### config.mk
export PLATFORM = sky130hd
export DESIGN_NAME = mod_n_down_timer
export DESIGN_NICKNAME = d
export VERILOG_FILES = /design/src/rtl/mod_n_down_timer.sv
export SDC_FILE = /design/constraint.sdc
export NUM_CORES = 1
export LEC_CHECK = 0
export BUFFER_PORTS_ARGS = -buffer_cell sky130_fd_sc_hd__buf_2
export CAP_MARGIN = 20
export CORE_MARGIN = 2
export CORE_UTILIZATION = 38
export CTS_CLUSTER_DIAMETER = 50
export CTS_CLUSTER_SIZE = 10
export DETAILED_ROUTE_END_ITERATION = 10
export PLACE_DENSITY = 0.62
export SYNTH_ARGS = -nofsm -noshare
export SYNTH_HDL_FRONTEND = slang
export SYNTH_SLANG_ARGS = --single-unit
### constraint.sdc
create_clock -name clk -period 2.76 [get_ports clk]
set_input_delay 0.138 -clock clk [delete_from_list [all_inputs] [get_ports clk]]
set_output_delay 0.138 -clock clk [all_outputs]
set_load 0.005 [all_outputs]
### src/rtl/mod_n_down_timer.sv
// Loadable modulo-N down-counter/timer: counts enabled ticks down to zero,
// pulses borrow_out at terminal count, then halts in DONE or auto-reloads.
module mod_n_down_timer #(
  parameter int MODULUS = 14,
  parameter int WIDTH   = 4
) (
  input  logic             clk,
  input  logic             rst,
  input  logic             load,
  input  logic [WIDTH-1:0] load_value,
  input  logic             start,
  input  logic             auto_reload,
  input  logic             count_enable,
  output logic [WIDTH-1:0] count,
  output logic             borrow_out,
  output logic             busy,
  output logic             done,
  output logic             load_err
);

  typedef enum logic [1:0] {
    IDLE = 2'd0,
    RUN  = 2'd1,
    DONE = 2'd2
  } state_t;

  localparam logic [WIDTH-1:0] MAX_COUNT = WIDTH'(MODULUS - 1);
  localparam logic [WIDTH:0]   MOD_EXT   = (WIDTH + 1)'(MODULUS);
  localparam logic [WIDTH-1:0] ONE       = WIDTH'(1);

  state_t           state;
  logic [WIDTH-1:0] reload_r;
  logic             load_oor;
  logic [WIDTH-1:0] load_sat;

  // Out-of-range loads saturate to the top legal count.
  assign load_oor = ({1'b0, load_value} >= MOD_EXT);
  assign load_sat = load_oor ? MAX_COUNT : load_value;

  // NOTE: all state uses non-blocking assignments so every register samples
  // pre-edge values; blocking here would create order-dependent behaviour.
  always_ff @(posedge clk or posedge rst) begin
    if (rst) begin
      // NOTE: every register, including reload_r, has an async reset value so
      // the timer restarts from a known interval with no prior load.
      state      <= IDLE;
      count      <= '0;
      reload_r   <= MAX_COUNT;
      borrow_out <= 1'b0;
      busy       <= 1'b0;
      done       <= 1'b0;
      load_err   <= 1'b0;
    end else if (load) begin
      state      <= IDLE;
      count      <= load_sat;
      reload_r   <= load_sat;
      load_err   <= load_oor;
      borrow_out <= 1'b0;
      busy       <= 1'b0;
      done       <= 1'b0;
    end else begin
      borrow_out <= 1'b0;
      unique case (state)
        IDLE: begin
          // After a load count already equals reload_r; after reset this
          // brings in the default interval.
          if (start) begin
            count <= reload_r;
            state <= RUN;
            busy  <= 1'b1;
            done  <= 1'b0;
          end
        end
        RUN: begin
          if (count_enable) begin
            if (count != '0) begin
              count <= count - ONE;
            end else begin
              borrow_out <= 1'b1;
              if (auto_reload) begin
                count <= reload_r;
              end else begin
                state <= DONE;
                busy  <= 1'b0;
                done  <= 1'b1;
              end
            end
          end
        end
        DONE: begin
          if (start) begin
            count <= reload_r;
            state <= RUN;
            busy  <= 1'b1;
            done  <= 1'b0;
          end
        end
        default: begin
          state <= IDLE;
          busy  <= 1'b0;
          done  <= 1'b0;
        end
      endcase
    end
  end

endmodule

# After elaboration in Yosys (flattened, before gate mapping)
# Index checks and enable logic that the tools add are counted.
op_classes:
  order_cmp: 1
  addsub: 1
  n_eq_ne: 7
  mux: 29
  reduce_logical: 6
ops:
  columns: ["op", "count"]
  rows:
  - ["$mux 4", 6]
  - ["$mux 1", 14]
  - ["$mux 2", 5]
  - ["$ne 3x3->1 const B", 3]
  - ["$pmux 4 s2", 1]
  - ["$reduce_and 4->1", 2]
  - ["$ge 4x4->1 const B", 1]
  - ["$ne 4x4->1 const B", 1]
  - ["$pmux 1 s2", 2]
  - ["$pmux 2 s2", 1]
  - ["$reduce_bool 4->1", 1]
  - ["$sub 4x1->4 const B", 1]
  - ["$ne 3x1->1 const B", 1]
  - ["$reduce_bool 3->1", 1]
  - ["$eq 2x1->1 const B", 1]
  - ["$eq 2x2->1 const B", 1]
  - ["$logic_not 2->1", 1]
  - ["$reduce_or 2->1", 1]
word_totals:
  ff_bits: 14
  elab_cells: 51
  output_inout_bits: 8

# Longest topological paths before layout
depth:
  ltp_word: 5
  depth_mapped: 6

# Worst setup path before layout
# Ideal clock, no wire load.
synth_timing:
  path_type: "register to register"
  startpoint: "register count[0]"
  endpoint: "register count[3]"
  synth_period_minus_slack_ps: 1838
  setup_ps: 127
  path_slack_ps: 922
  path_buffers: 0
  arrival_ps: 1712
  required_ps: 2633
  stages_incl_launch_ff: 7
  cell_sequence: "dfrtp_1 -> inv_1 -> ha_1 -> or4b_4 -> a311oi_4 -> and2b_2 -> a21oi_1"
synth_via:
  elab_chain_len: 5
synth_rtl:
  columns: ["element", "line_no", "source"]
  rows:
  - ["from (decl)", "14", "output logic [WIDTH-1:0] count,"]
  - ["from (signal assigned)", "55", "count <= load_sat;"]
  - ["from (signal assigned)", "68", "count <= reload_r;"]
  - ["from (signal assigned)", "77", "count <= count - ONE;"]
  - ["$sub 4x1->4 / $reduce_bool 4->1 (equally long branches)", "77, 76", null]
  - ["$mux 4", "76", "if (count != '0) begin"]
  - ["$mux 4", "75", "if (count_enable) begin"]
  - ["$pmux 4 s2", "63", "unique case (state)"]
  - ["$mux 4", "53", "end else if (load) begin"]
# Several ways; a longest one is shown, not always the timed one. The select of a mux whose other input is x is not followed.
# A chain may end at the register's enable or synchronous reset.

# Final worst setup path
layout_timing:
  startpoint: "register count[0]"
  endpoint: "register count[0]"
# The elaborated chain is that of the path after synthesis.

==> results summary <==
The effective utilization at floorplan is 41.1%. The DRC violation count after routing came out at 0. The total power consumption of the routed design is 0.473 mW. The post-placement worst setup slack is 0.784 ns. For this run, the top clock speed supported by timing is 503 MHz. The synthesized net count is 86. The detailed router's first-iteration violation count came out at 9. The worst IR drop on VDD is 0.208 mV. The count of nets left with antenna violations once routing finished came out at 0. The start-to-end type of the worst setup path is register to register. Setup violations remaining at the end of the flow were counted as 0. The worst-path maximum fanout is 8. The I/O pin total came out at 18.

The clock slew seen by the registers of the worst setup and hold paths is 0.08 ns. In the final routed layout, each cell accounts on average for 12.8 microns. The clock sink total is 13.

The placed standard-cell area came out at 831 sq um. The worst setup path is launched from a register. The overflow left after global routing came out at 0. Counting the buffers created by CTS gives 3. The critical path goes through inv_1 -> ha_1 -> or4b_4 -> a311oi_4 -> o21ai_0 -> o21ai_0. The largest stage delay on the critical path came out at 0.49 ns. In this run the biggest area consumer among cell types represents 34.5% of the synthesized area. The worst slew margin relative to its limit is 66.6%. The fraction of layout cells with a size suffix above 1 is 33.0%. In this run the number of H-tree levels came out at 1. STA puts the critical path data required time at 2.96 ns. The most instantiated flip-flop cell in the synthesis netlist is dfrtp_1.

The row count came out at 15. The flow ran to the end, and the final reports show no timing, DRC or antenna violations. The via count of the first global-routing pass was 547. The TritonCTS clock tree is yes. Yosys mapped a number of flops with a built-in enable equal to 0. The transition time of the tightest slew-check pin came out at 0.501 ns.

The total setup buffers inserted after CTS is 0. The post-CTS resize count came out at 0. The number of maximum-capacitance violations is 0. The core area came out at 1760 sq um. The horizontal die dimension is 47.7 microns. The standby leakage power came out at 0.385 nW. Counting distinct cell types in the post-synthesis netlist gives 28. The final count of hold timing violations came to 0.

The total die area is 2280 sq um. After detailed routing, the number of vias per cell comes to 5.18. The first TritonRoute pass finished after 4 iterations. The post-synthesis cell type with the largest combined area is dfrtp_1. Once layout is complete, the utilization of the core stands at 49.1%. For this run, the number of Yosys warnings is 0.

The minimum setup slack in the final design is 0.774 ns. The final layout net count is 106. The final-report max-slew violation count is 0.

The post-DP HPWL is 1090 microns. By area the synthesized netlist is led by dfrtp_1, dfstp_2, a21oi_1, mux2_2, o21ai_0. The diode insertion count for antenna repair came out at 0. The worst hold path class is input pin to register.

The number of flip-flops and latches in the synthesized netlist is 13. For this run, asynchronously set or reset flops after synthesis account for 100%. The power density relative to cell area came out at 545 nW/um^2. The area growth from synthesis to layout is 19.5%. No sink is reached through more buffers than the 2 on the longest clock path. The number of buffers inserted for hold repair after clock tree synthesis is 1. The worst endpoint data arrival time came out at 2.19 ns.

The final critical-path share of the clock period came out at 72.0%. The buffer type at the clock tree root is clkbuf_4. The final weighted congestion in routability-driven placement came out at 0.822. The quantity of I/O buffers inserted on ports is 17. Setup repair after global routing left no endpoint under its margin. The worst-case clock skew came out at 0.00332 ns. The total number of vias came out at 616. The first global-routing pass estimated 2430 microns of wire.

After synthesis, flip-flops and latches occupy 45.3% of the total area. The post-synthesis instance total came out at 75. The minimum clock period after layout came out at 1.99 ns. Clock latency on the worst-skew pair, taken at its later pin, is 0.28 ns. The wire length reported by the detailed router is 1530 microns. The global routing usage summed across all routing layers is 15.9%. The worst setup path is captured at a register. For this design, the slowest cell found on the critical path is or4b_4. For the final routed database, the setup TNS stands at 0 ns. After routing the design area is 867 sq um.

The mean instance size in the synthesized netlist is 9.68 sq um. The commonest cells after synthesis are a21oi_1, dfrtp_1, nor2_1, o21ai_0, inv_1. The library cell appearing most often on the critical path is o21ai_0. The initial antenna violation count is 0. The largest net degree at the start of global routing is 20. The floorplan die height is 47.7 microns. The post-synthesis instance area came out at 726 sq um.
==> sequential cells by signal (all words and copies together) (netlist names) <==
signal	cells
count	4
reload_r	4
borrow_out	1
busy	1
done	1
load_err	1
state	1
==> metrics by stage <==
stage	cells	hold WS, ns
global route	119	0.132
floorplan	75	0.0128
detailed placement	114	0.203
CTS	119	0.124
global placement	114	0.194
finish	119	0.132
==> power breakdown <==
group          switching [mW]  total, mW  internal, mW
Sequential             0.0265      0.241         0.214
Combinational          0.0560      0.111        0.0553
Clock                  0.0647      0.121        0.0561
Total                   0.147      0.473         0.325
==> layer usage <==
layer / up-vias / part of all wire, % / GRT usage (%)
li1: 311 / - / -
met1: 288 / 50 / 21.5
met2: 13 / 45 / 22.1
met3: 4 / 2.7 / 2.26
met4: 0 / 2.7 / 13.0
met5: - / 0 / 0
==> worst paths after layout <==
path	slack [ns]	depth (start not counted)	from	endpoint
max	0.77	6	count[0]	count[0]
min	0.13	3	count_enable	borrow_out
max reg2reg	0.77	6	count[0]	count[0]
min reg2reg	0.51	1	load_err	load_err
max in group asynchronous	1.98	3	rst	reload_r[3]
min in group asynchronous	0.42	3	rst	count[0]
==> cell type report <==
type | count | area (sq um)
Multi-Input combinational cell | 55 | 370
Tap cell | 25 | 31.3
Clock buffer | 4 | 26.3
Sequential cell | 13 | 329
Inverter | 4 | 15.0
Timing Repair Buffer | 18 | 95.1
Fill cell | 188 | 897
==> kinds of logic (layout without fill, tap and decap cells) <==
logic type,count (synthesis),in the layout,synth area share [%]
adder cells (fa/ha/maj),1,1,1.72
multiplexers,3,3,4.65
AND/OR/NAND/NOR,28,28,23.4
buffers and inverters,7,26,3.62
AO/OA/AOI/OAI,23,23,21.2
flip-flops,13,13,45.3
==> placed cells by master (no fill, tap or decap), drive strengths merged, types with 2 or more instances in the layout <==
| cell type | Yosys | final |
|---|---|---|
| o21ai | 6 | 6 |
| nor3 | 3 | 3 |
| nand2 | 3 | 3 |
| inv | 4 | 4 |
| nand2b | 2 | 2 |
| nor2 | 6 | 6 |
| mux2 | 3 | 3 |
| nand3 | 2 | 2 |
| and2b | 2 | 2 |
| clkbuf | 3 | 4 |
| dfstp | 3 | 3 |
| a21oi | 10 | 10 |
| nor3b | 2 | 2 |
| nor4b | 2 | 2 |
| nor2b | 2 | 2 |
| buf | 0 | 17 |
| dfrtp | 10 | 10 |
==> critical path: cells and delay by family (launching register included) <==
kind / cells / cell delay [ns]
flops: 1 / 0.42
compound gates: 3 / 0.70
simple gates: 1 / 0.49
buf+inv: 1 / 0.07
fa+ha+maj: 1 / 0.22
(Power assumes the default switching activity.)
